`config.mk`:
```
export PLATFORM = sky130hd
export DESIGN_NAME = shift_sequencer
export DESIGN_NICKNAME = d
export VERILOG_FILES = /design/src/rtl/shift_sequencer.sv
export SDC_FILE = /design/constraint.sdc
export NUM_CORES = 1
export LEC_CHECK = 0
export CAP_MARGIN = 40
export CORE_UTILIZATION = 30
export CTS_CLUSTER_SIZE = 12
export DETAILED_ROUTE_END_ITERATION = 10
export PLACE_DENSITY = 0.59
export SETUP_SLACK_MARGIN = 0.4
export SLEW_MARGIN = 20
export SYNTH_ARGS = -nofsm -noshare
export SYNTH_HDL_FRONTEND = slang
export SYNTH_SLANG_ARGS = --single-unit
```
`constraint.sdc`:
```
create_clock -name clk -period 2.1 [get_ports clk]
set_input_delay 0.315 -clock clk [delete_from_list [all_inputs] [get_ports clk]]
set_output_delay 0.315 -clock clk [all_outputs]
set_load 0.02 [all_outputs]
```
`src/rtl/shift_sequencer.sv`:
```
// Multi-cycle shift controller: feeds an operand through a single-step shift unit
// once per clock until the requested amount is used up, then reports the result.
//
// state | meaning
// IDLE  | ready for a command; result/err hold the last outcome
// RUN   | one shift_unit step per edge, count tracks remaining steps
// DONE  | one-cycle done pulse, result/err valid
module shift_sequencer #(
  parameter int DATA_WIDTH = 32,
  parameter int AMT_WIDTH  = 4
) (
  input  logic                  clk,
  input  logic                  rst,
  input  logic                  start,
  output logic                  ready,
  input  logic [DATA_WIDTH-1:0] cmd_data,
  input  logic [2:0]            cmd_op,
  input  logic [AMT_WIDTH-1:0]  cmd_amount,
  output logic [DATA_WIDTH-1:0] shift_in,
  output logic [2:0]            shift_lines,
  input  logic [DATA_WIDTH-1:0] shift_out,
  output logic [DATA_WIDTH-1:0] result,
  output logic                  done,
  output logic                  err
);

  typedef enum logic [1:0] {
    IDLE = 2'd0,
    RUN  = 2'd1,
    DONE = 2'd2
  } state_t;

  state_t                 state;
  logic [DATA_WIDTH-1:0]  work;
  logic [2:0]             op;
  logic [AMT_WIDTH-1:0]   count;

  assign shift_in    = work;
  assign shift_lines = op;

  always_ff @(posedge clk) begin
    if (rst) begin
      state  <= IDLE;
      ready  <= 1'b1;
      done   <= 1'b0;
      err    <= 1'b0;
      result <= '0;
      work   <= '0;
      op     <= 3'd0;
      count  <= '0;
    end else begin
      done <= 1'b0;
      case (state)
        IDLE: begin
          if (start && ready) begin
            work  <= cmd_data;
            op    <= cmd_op;
            count <= cmd_amount;
            err   <= 1'b0;
            ready <= 1'b0;
            if (cmd_op == 3'd6 || cmd_op == 3'd7) begin
              err    <= 1'b1;
              result <= cmd_data;
              done   <= 1'b1;
              state  <= DONE;
            end else if (cmd_amount == '0) begin
              result <= cmd_data;
              done   <= 1'b1;
              state  <= DONE;
            end else begin
              state <= RUN;
            end
          end
        end
        RUN: begin
          work  <= shift_out;
          count <= count - AMT_WIDTH'(1);
          // Leaving on the last step means count never wraps below zero.
          if (count == AMT_WIDTH'(1)) begin
            result <= shift_out;
            done   <= 1'b1;
            state  <= DONE;
          end
        end
        DONE: begin
          ready <= 1'b1;
          state <= IDLE;
        end
        default: begin
          ready <= 1'b1;
          state <= IDLE;
        end
      endcase
    end
  end

endmodule
```
* Word-level counts from Yosys, hierarchy flattened
Cells that the tools add are included.
** Word-level totals
- Bits in registers :: 76
- Input bits :: 74
- Output and inout bits :: 70
- Logic and storage cells :: 49
** Operators by class
- Add/subtract/negate cells :: 1
- Equality and inequality tests :: 7
- Multiplexer cells :: 22
- Bitwise logic cells :: 1
- Reduce and logical (&&, ||, !) cells :: 10
** Operators with widths (count)
- 32-bit 2-to-1 mux :: 5
- 32-bit one-hot mux with 2 select lines :: 2
- 2-bit 2-to-1 mux :: 4
- 4-bit one-hot mux with 2 select lines :: 1
- 2-bit AND reduction :: 4
- 3-bit equality test (second input constant) :: 2
- 1-bit 2-to-1 mux :: 6
- 4-bit by 1-bit equality test with 1-bit output (second input constant) :: 1
- 4-bit zero test :: 1
- 4-bit 2-to-1 mux :: 1
- 2-bit inequality test (second input constant) :: 2
- 1-bit one-hot mux with 2 select lines :: 2
- 2-bit one-hot mux with 2 select lines :: 1
- 4-bit AND reduction :: 1
- 4-bit by 1-bit subtractor with 4-bit output (second input constant) :: 1
- 3-bit inequality test (second input constant) :: 1
- 2-bit by 1-bit equality test with 1-bit output (second input constant) :: 1
- 2-bit zero test :: 1
- 2-bit nonzero test :: 1
- 1-bit logical AND :: 1
- 1-bit logical OR :: 1
- 1-bit inverter :: 1

* Logic depth before layout (Yosys ltp)
Gate-level depths: netlist (run 1).
- Depth after elaboration :: 5
- Gate-level depth with buffers :: 7
- Mapped depth without buffers :: 6

* Worst setup path after synthesis (run 1)
OpenSTA, ideal clock, no wires.
- Path type :: reg2reg
- Start point :: register ready
- End point :: register result[18]
- Library setup time :: 0.146 ns
- Arrival :: 1.531 ns
- Required time :: 1.954 ns
- Setup slack :: 0.423 ns
- Stages on the path, launching flop included :: 8
- Buffers on the path :: 3
- Period minus slack after synthesis :: 1.677 ns
- Cell sequence :: dfxtp_1 -> nor4bb_1 -> buf_2 -> o21ai_2 -> buf_6 -> buf_6 -> o2bb2a_1 -> a211oi_2
** On the way
- Longest elaborated chain between the ends :: 3
** RTL lines
- start, declared :: line 15 : output logic ready,
- start signal, assigned :: line 44 : ready <= 1'b1;
- start signal, assigned :: line 60 : ready <= 1'b0;
- start signal, assigned :: line 86 : ready <= 1'b1;
- 1-bit logical AND :: line 55 : if (start && ready) begin
- 2-bit inequality test (no source line)
- 4-bit AND reduction (no source line)
- end signal, assigned :: line 63 : result <= cmd_data;
- end signal, assigned :: line 67 : result <= cmd_data;
- end signal, assigned :: line 80 : result <= shift_out;
- end, declared :: line 22 : output logic [DATA_WIDTH-1:0] result,
Every way passes these cells.
A chain may end at the register's enable or synchronous reset.

* Final worst setup path (run 1)
- Start point :: register state[1]
- End point :: register result[23]
** On the way
- Longest elaborated chain between the ends :: 3
- Elaborated cells between the ends (all ways) :: 8
- Classes of those cells :: eq/ne (4); mux (1); reduce/logical (3)
** RTL lines
- start, declared :: line 33 : state_t state;
- start signal, assigned :: line 43 : state <= IDLE;
- start signal, assigned :: line 65 : state <= DONE;
- start signal, assigned :: line 69 : state <= DONE;
- 2-bit by 1-bit equality test with 1-bit output or 2-bit zero test (tied branches) :: line 53 : case (state)
- 2-bit inequality test (no source line), or another cell as far along
- 4-bit AND reduction (no source line)
Parallel ways exist; a longest one is shown, timed or not.

==> qor.yml, run 1 <==
logic_synthesis:
  synth-compound-area-share: 0.344
  synth_most_common_cell: "nand2_1"
  syn_area_um2: 3660
  avgSynthCellArea_um2: 8.60
  synth_top_family_by_area: "compound AO/OA/AOI/OAI gates"
  synth-seq-area-share: 0.415
  syn-num-nets: 502
  synth_common_cells: "77 x nand2_1, 76 x dfxtp_1, 70 x nor2_1"
  yosys.area_share.simple: 0.169
  synthMuxAreaShare: 0
  synth_fa_ha_area_frac: 0.00683
  syn_inst: 426
  synthXorXnorAreaFrac: 0
  synthFlopType: "dfxtp_1"
  synth-edff-count: 0
  synth_seq_cells: 76
  synth_top_area_cell: "dfxtp_1"
  synthDistinctLibCells: 28
  synth_async_sr_flop_share: 0
  yosys_warnings: 0
  synth_top_area_frac: 0.415
  synth_area_leaders: "dfxtp_1 42%, a211oi_2 10%, o2bb2a_1 8.7%, nand2_1 7.9%, a311oi_1 7.6%"
clock_tree:
  cts_sinks: 76
  clock_path_buffers: 2
  cts-htree-levels: 3
  cts_root_buf: "clkbuf_16"
  cts_tree: "built"
  cts.clk_slew.worst_paths_ps: 60
  cts_buffers: 9
  clkLatencyLatePin_ps: 340
global_routing:
  grt_usage: 0.183
  first_global_vias: 3590
  grt_pass1_wl_um: 18400
  antenna_found_initial: 0
  grt_max_degree: 66
  grt.overflow.total: 0
floorplan:
  row_count: 40
  core-area_um2: 12000
  die_area_um2: 12700
  initial_core_util: 0.306
  pin_count: 144
  die_h_um: 113
  die_x_um: 113
route:
  avgViaCountPerCell: 5.22
  wl_um: 12300
  first_iter_violations: 226
  vias: 3762
  first_pass_iters: 4
  drc: 0
  drtAntennaViolNets: 0
  wl_per_cell_um: 17.0
worst_setup_path:
  slowest_delay_ps: 390
  path_max_fanout: 7
  crit_type: "reg2reg"
  crit_path_top_delay_cell: "nor4bb_4"
  path_cells: "nor4bb_4 > o21ai_4 > buf_12 > clkbuf_16 > buf_4 > a211oi_1"
  cp.required_ps: 2340
  cp-start-kind: "register"
  critPathBufInv: 3
  crit_family: "buffers and inverters"
  crit_path_end_kind: "register"
  worstPathArrival_ps: 1920
layout:
  diodes: 0
  finalInstanceArea_um2: 5940
  drive_gt1_frac: 0.174
  final_nets: 646
  area_growth_pct: 62.0
  final_util: 0.496
placement:
  place_congestion: 0.755
  placement.io_buffers: 143
  postPlaceCellArea_um2: 5290
  hpwlAfterDp_um: 7460
min_path:
  min_path_type: "in2reg"
timing:
  finalSetupViolations: 0
  hold_viol: 0
  setup_tns_ps: 0
  finClkSkew_ps: 12.1
  tightest_slew_ps: 468
  fmax_mhz: 598
  max_slew_margin: 0.688
  slew_viol_final: 0
  rsz0062_at_grt: "yes"
  period_share: 0.797
  fin_crit_ps: 1670
pwr:
  sequentialPowerShare: 0.374
  p_int_mw: 3.14
  leakagePower_nw: 2.27
  pwr-share-comb: 0.327
  switchingPower_mw: 1.47
  clockPowerShare: 0.299
  ir_drop_v: 0.000384
  swShare: 0.318
  p_per_area_nw_per_um2: 776
outcome:
  status: "finished, final reports clean"
flow_run:
  maxCapViolCount: 0
==> state kept, by name, summed over array words and instances, names as in the netlist <==
| register | cells |
|---|---|
| count | 4 |
| done | 1 |
| err | 1 |
| ready | 1 |
| result | 32 |
| shift_in | 32 |
| shift_lines | 3 |
| state | 2 |
==> power by group through the flow <==
stage | Clock (mW) | Combinational (mW) | Sequential [mW]
after global routing | 1.49 | 1.62 | 1.74
after detailed placement | 0 | 1.39 | 1.75
final | 1.38 | 1.51 | 1.72
after floorplan | 0 | 0.566 | 1.92
after CTS | 1.41 | 1.40 | 1.73
after global placement | 0 | 1.38 | 1.75
==> worst reg2reg max path: cells and delay by family (launching register included) <==
kind / cells / cell delay (ps)
flip-flops: 1 / 370
buffers and inverters: 3 / 450
AND/OR/NAND/NOR: 1 / 390
AO/OA/AOI/OAI: 2 / 380
==> path summary, 6_finish.rpt <==
path	startpoint	end	slack (ps)	depth (start not counted)
min reg2reg	shift_lines[1]	shift_lines[1]	460	2
max reg2reg	state[1]	result[23]	430	6
min	cmd_op[2]	shift_lines[2]	280	3
max	state[1]	result[23]	430	6
==> per-stage QoR <==
stage,power [mW],worst slack (ps),instances,hold slack [ps]
3_3_place_gp,3.13,85.2,686,441
6_report,4.61,427,721,280
2_1_floorplan,2.49,423,426,451
3_5_place_dp,3.14,3.69,686,453
5_1_grt,4.85,332,721,283
4_1_cts,4.53,376,701,422
==> metal layers <==
metal,up-vias,share of wire,global-route usage
met5,-,0,0
met4,0,0.015,0.0800
met3,14,0.052,0.0319
met2,133,0.47,0.290
met1,1783,0.46,0.244
li1,1832,-,-
==> cells by family (layout without fill, tap and decap cells) <==
kind of cell / after synthesis / count (layout)
compound gates: 144 / 144
fa+ha+maj: 2 / 2
buf+inv: 47 / 195
flops: 76 / 76
simple gates: 157 / 157
==> what timing repair did <==
item                                    CTS  global route
cloned                                    0             7
pin swaps                                 0             7
endpoints found under the setup margin   58            60
setup buffers                             0            13
hold buffers                              0             0
resized for setup                         6            39
==> layout by cell type, fill, tap and decap left out, drive strengths merged <==
master / synthesis / final
dfxtp: 76 / 76
a222oi: 1 / 1
a21oi: 38 / 38
dlymetal6s2s: 0 / 7
a311oi: 32 / 32
a211oi: 36 / 36
and2: 1 / 1
nor2: 70 / 70
a2bb2oi: 1 / 1
nor4bb: 1 / 1
ha: 2 / 2
nand2b: 1 / 1
o2bb2a: 32 / 32
clkdlybuf4s50: 0 / 134
nor4: 1 / 1
o21ai: 1 / 1
clkinv: 0 / 3
a31oi: 1 / 1
nor2b: 1 / 1
inv: 2 / 2
nor3: 1 / 1
dlygate4sd2: 0 / 1
nand2: 77 / 77
o32a: 1 / 1
o21bai: 1 / 1
buf: 21 / 31
nand3: 3 / 3
clkbuf: 24 / 17
nor3b: 1 / 1
==> layout make-up <==
type                       instances  area, um^2
clock inverter                     3        15.0
fill                            1095        6020
inverter                           2        7.51
tap                              147         184
sequential                        76        1530
clock buffer                      12         236
timing repair buffer             178        1950
multi-input combinational        303        2020
Note: power is estimated with default switching activity, not from simulation.
==> inputs of run 2 (changes only) <==
--- a/config.mk
+++ b/config.mk
@@ -9,7 +9,7 @@
 export CORE_UTILIZATION = 30
 export CTS_CLUSTER_SIZE = 12
 export DETAILED_ROUTE_END_ITERATION = 10
-export PLACE_DENSITY = 0.59
+export PLACE_DENSITY = 0.61
 export SETUP_SLACK_MARGIN = 0.4
 export SLEW_MARGIN = 20
 export SYNTH_ARGS = -nofsm -noshare
==> constraint.sdc (replaced) <==
create_clock -name clk -period 1.4 [get_ports clk]
set_input_delay 0.21 -clock clk [delete_from_list [all_inputs] [get_ports clk]]
set_output_delay 0.21 -clock clk [all_outputs]
set_load 0.02 [all_outputs]
==> qor.yml, run 2 (same netlist as run 1, synthesis figures left out) <==
placement:
  hpwlAfterDp_um: 7920  # +6.2%
  place_congestion: 0.775  # +2.7%
  dp.cells: 727  # +6.0%
  placement.io_buffers: 143  # unchanged
global_routing:
  grt_pass1_wl_um: 20200  # +10%
  first_global_vias: 3972  # +11%
  grt-busiest-layer: "met2"
  grt_max_degree: 29  # -56%
  met3_usage: 0.0513  # +0.0194
  grt_usage: 0.206  # +0.0230
  met2_usage: 0.348  # +0.0576
  grtUsageMet1: 0.252  # +0.00798
  antenna_found_initial: 0  # unchanged
  grt.overflow.total: 0  # unchanged
worst_setup_path:
  critPathBufInv: 3  # unchanged
  cp.required_ps: 1650  # -690 ps
  slowest_delay_ps: 360  # -30 ps
  cp.depth: 6  # unchanged
  crit_path_top_delay_cell: "dfxtp_4"
  worstPathArrival_ps: 1790  # -130 ps
  cp-start-kind: "register"
  crit_family: "buffers and inverters"
  path_max_fanout: 9  # +2
  crit_path_end_kind: "register"
  worstRegToRegCells: 6  # unchanged
  path_cells: "nor4bb_4 > o21ai_4 > buf_12 > buf_16 > buf_6 > a211oi_2"
  crit_type: "reg2reg"
clock_tree:
  cts_tree: "built"
  cts_sinks: 76  # unchanged
  clock_path_buffers: 2  # unchanged
  clkLatencyLatePin_ps: 340  # about the same
  cts_buffers: 9  # unchanged
  cts.clk_slew.worst_paths_ps: 60  # about the same
  hold_buffers: 0  # unchanged
  cts_root_buf: "clkbuf_16"
  cts-htree-levels: 3  # unchanged
floorplan:
  initial_core_util: 0.306  # unchanged
  die_x_um: 113  # unchanged
  pin_count: 144  # unchanged
  core-area_um2: 12000  # unchanged
  die_area_um2: 12700  # unchanged
  die_h_um: 113  # unchanged
  row_count: 40  # unchanged
outcome:
  status: "complete, but fails checks"
  violations: "negative setup slack"
pwr:
  p_int_mw: 5.56  # +77%
  clockPowerShare: 0.278  # -0.021
  switchingPower_mw: 2.55  # +74%
  total_power_mw: 8.11  # +76%
  sequentialPowerShare: 0.330  # -0.044
  swShare: 0.315  # -0.00306
  pwr-share-comb: 0.393  # +0.066
  leakagePower_nw: 3.01  # +33%
  p_per_area_nw_per_um2: 1080  # +39%
  ir_drop_v: 0.000522  # +36%
min_path:
  holdPathStages: 4  # +1
  min_path_type: "in2reg"
layout:
  fillers: 972  # -11%
  most-common-layout-cells: "86 x buf_6, 76 x nand2_1, 72 x dfxtp_2"
  final_common_cell: "buf_6"
  area_growth_pct: 105
  diodes: 0  # unchanged
  fin_cells: 802  # +11%
  final_nets: 726  # +12%
  multi_input_area_um2: 2460  # +22%
  ff_latch_area_um2: 1620  # +5.9%
  drive_gt1_frac: 0.571  # +0.397
route:
  first_pass_iters: 4  # unchanged
  first_iter_violations: 304  # +35%
  vias: 4216  # +12%
  wl_per_cell_um: 18.6  # +9.0%
  drc: 0  # unchanged
  avgViaCountPerCell: 5.26  # +0.75%
  drtAntennaViolNets: 0  # unchanged
  wl_um: 14900  # +21%
timing:
  setup_tns_ps: -6420  # -6420 ps
  slew_viol_final: 0  # unchanged
  hold_viol: 0  # unchanged
  finalSetupViolations: 68  # +68
  finClkSkew_ps: 5.87  # -6.21 ps
  fmax_mhz: 646  # +8.1%
  fin_crit_ps: 1550  # -126 ps
  period_share: 1.11  # +0.309
  setup_ws_ps: -147  # -574 ps
  tightest_slew_ps: 415  # -52.5 ps
  max_slew_margin: 0.723  # +0.0350
  rsz0062_at_grt: "yes"
flow_run:
  maxCapViolCount: 0  # unchanged
## run 2: path summary, 6_finish.rpt
check | start | endpoint | slack (ps)
worst min-delay path | cmd_amount[3] | count[3] | 300
worst min register to register | shift_lines[2] | shift_lines[2] | 460
worst max register to register | state[0] | result[20] | -150
worst max-delay path | state[0] | result[20] | -150
## run 2: worst min-delay path: cells and delay by family
family,cells,cell delay (ps)
and+or+nand+nor,1,80
buffers and inverters,2,240
AOI/OAI and AO/OA,1,80
## run 2: stage by stage
stage               area [um^2]  hold WS [ps]   util  worst slack [ps]
floorplan                  3740           346      -             -65.1
global placement           5700           446  0.477              -556
detailed placement         5700           446  0.477              -581
CTS                        6670           271  0.558              -138
global route               7520           312  0.628              -222
finish                     7520           304  0.628              -147
## run 2: area by class of cell
cell class              instances  area share
clock buffers                  15      0.0370
clock inverters                 1    0.000666
inverters                       2    0.000999
multi-input cells             303       0.328
flip-flops and latches         76       0.215
well taps                     147      0.0245
repair buffers                258       0.394
## run 2: power by group through the flow
stage	Clock, mW	Combinational (mW)	Sequential, mW
floorplan	0	0.884	2.89
global placement	0	2.25	2.61
detailed placement	0	2.28	2.62
CTS	2.31	2.70	2.66
global route	2.43	3.37	2.70
finish	2.25	3.18	2.67
## run 2: repair_timing
action,4_1_cts,5_1_grt
gates cloned,4,11
gates resized for setup,540,84
pin swaps,17,19
setup buffers,24,20
setup endpoints to repair,146,146
## run 2: routing by layer
layer  share of wire  vias up
li1                -     2005
met1            0.42     2023
met2            0.49      165
met3           0.072       23
met4           0.017        0
met5               0        -
==> inputs of run 3 (changes only) <==
--- a/config.mk
+++ b/config.mk
@@ -6,10 +6,11 @@
 export NUM_CORES = 1
 export LEC_CHECK = 0
 export CAP_MARGIN = 40
-export CORE_UTILIZATION = 30
+export CORE_UTILIZATION = 35
 export CTS_CLUSTER_SIZE = 12
 export DETAILED_ROUTE_END_ITERATION = 10
-export PLACE_DENSITY = 0.61
+export HOLD_SLACK_MARGIN = 0.06
+export PLACE_DENSITY = 0.69
 export SETUP_SLACK_MARGIN = 0.4
 export SLEW_MARGIN = 20
 export SYNTH_ARGS = -nofsm -noshare
==> qor.yml, run 3 (same netlist as run 1, synthesis figures left out) <==
worst_setup_path:
  path_max_fanout: 12  # +3
  cp-start-kind: "register"
  crit_type: "reg2reg"
  worstPathArrival_ps: 1850  # +60 ps
  crit_path_end_kind: "register"
  cp.required_ps: 1600  # -50 ps
route:
  drtAntennaViolNets: 0  # unchanged
  avgViaCountPerCell: 5.30  # +0.89%
  wl_um: 14100  # -5.3%
  wl_per_cell_um: 18.2  # -2.2%
  vias: 4121  # -2.3%
  first_pass_iters: 4  # unchanged
  first_iter_violations: 164  # -46%
  drc: 0  # unchanged
global_routing:
  antenna_found_initial: 0  # unchanged
  grt-busiest-layer: "met2"
  grt_usage: 0.233  # +0.0274
  grt_pass1_wl_um: 20400  # +1.1%
  grt_max_degree: 32  # +10%
  met3_usage: 0.0457  # -0.00556
  met2_usage: 0.395  # +0.0476
  grt.overflow.total: 0  # unchanged
  first_global_vias: 4016  # +1.1%
  grtUsageMet1: 0.284  # +0.0319
placement:
  place_congestion: 0.846  # +9.2%
  hpwlAfterDp_um: 8020  # +1.2%
  postPlaceCellArea_um2: 5670  # -0.66%
  placement.io_buffers: 143  # unchanged
  pre_cts_slack_ps: -612  # -31.5 ps
pwr:
  total_power_mw: 7.23  # -11%
  ir_drop_v: 0.000502  # -3.8%
  leakagePower_nw: 2.90  # -3.8%
  p_per_area_nw_per_um2: 1020  # -5.4%
timing:
  finalSetupViolations: 76  # +12%
  fin_crit_ps: 1650  # +101 ps
  tightest_slew_ps: 460  # +44.8 ps
  period_share: 1.18  # +0.0720
  fmax_mhz: 607  # -6.1%
  rsz0062_at_grt: "yes"
  max_slew_margin: 0.693  # -0.0299
  slew_viol_final: 0  # unchanged
  hold_viol: 0  # unchanged
  finClkSkew_ps: 10.4  # +4.52 ps
  setup_ws_ps: -248  # -101 ps
layout:
  final_nets: 716  # -1.4%
  area_growth_pct: 93.3
  most-common-layout-cells: "82 x buf_6, 72 x clkdlybuf4s50_1, 71 x dfxtp_2"
  finalInstanceArea_um2: 7090  # -5.7%
  final_common_cell: "buf_6"
  drive_gt1_frac: 0.587  # +0.0160
  diodes: 0  # unchanged
floorplan:
  row_count: 36  # -10%
  pin_count: 144  # unchanged
  die_h_um: 104  # -7.3%
  die_x_um: 104  # -7.3%
  core-area_um2: 9950  # -17%
  die_area_um2: 10900  # -14%
  initial_core_util: 0.368  # +0.0618
clock_tree:
  clkLatencyLatePin_ps: 340  # about the same
  cts_sinks: 76  # unchanged
  cts_buffers: 9  # unchanged
  cts_tree: "built"
  cts-htree-levels: 3  # unchanged
  clock_path_buffers: 2  # unchanged
  cts_root_buf: "clkbuf_8"
  cts.clk_slew.worst_paths_ps: 80  # +20 ps
flow_run:
  maxCapViolCount: 0  # unchanged
outcome:
  violations: "negative setup slack"
  status: "complete, but fails checks"
min_path:
  min_path_type: "in2reg"
==> run 3: metal layers <==
layer  vias up  part of all wire  wire length (um)
li1       1973                 -                 -
met2       168              0.50              7120
met4         0             0.024               338
met3        35             0.062               875
met5         -                 0                 0
met1      1945              0.41              5780
==> run 3: power breakdown <==
part           switching, mW  internal, mW
clock network          0.784         0.628
logic                   1.46          1.69
registers              0.203          2.47
total                   2.45          4.78
==> run 3: repair_timing <==
action | in CTS | in global routing
pin swaps | 16 | 42
hold endpoints to repair | 0 | 0
hold buffers | 0 | 0
setup endpoints to repair | 146 | 146
cloned | 5 | 3
buffers inserted | 23 | 19
gates resized for setup | 535 | 93
==> run 3: path summary, 6_finish.rpt <==
check	from	end	slack, ps	depth (start not counted)
setup reg to reg	count[1]	result[12]	-250	7
setup / recovery	count[1]	result[12]	-250	7
hold / removal	rst	shift_in[8]	350	2
hold reg to reg	shift_lines[1]	shift_lines[1]	470	2
==> run 3: critical path: stages (launching register included) <==
cell and delay [ps]:
dfxtp_2 340, inv_2 80, ha_4 120, nor3b_4 330, nand2_4 160, buf_12 180, o2bb2a_2 240, a211oi_2 40
==> run 3: final cells by class <==
| class | instances | area, um^2 |
|---|---|---|
| clock buffer | 12 | 135 |
| fill | 740 | 2870 |
| tap | 133 | 166 |
| timing repair buffer | 248 | 2730 |
| multi-input combinational | 303 | 2410 |
| clock inverter | 3 | 15.0 |
| sequential | 76 | 1620 |
| inverter | 2 | 7.51 |
==> run 3: stage by stage <==
stage	hold slack, ps	TNS [ps]	util	instances
after floorplan	346	-1950	-	426
after global placement	444	-33230	0.569	712
after detailed placement	455	-38500	0.569	712
after CTS	293	-5600	0.650	755
after global routing	353	-17290	0.712	777
final	347	-12760	0.712	777
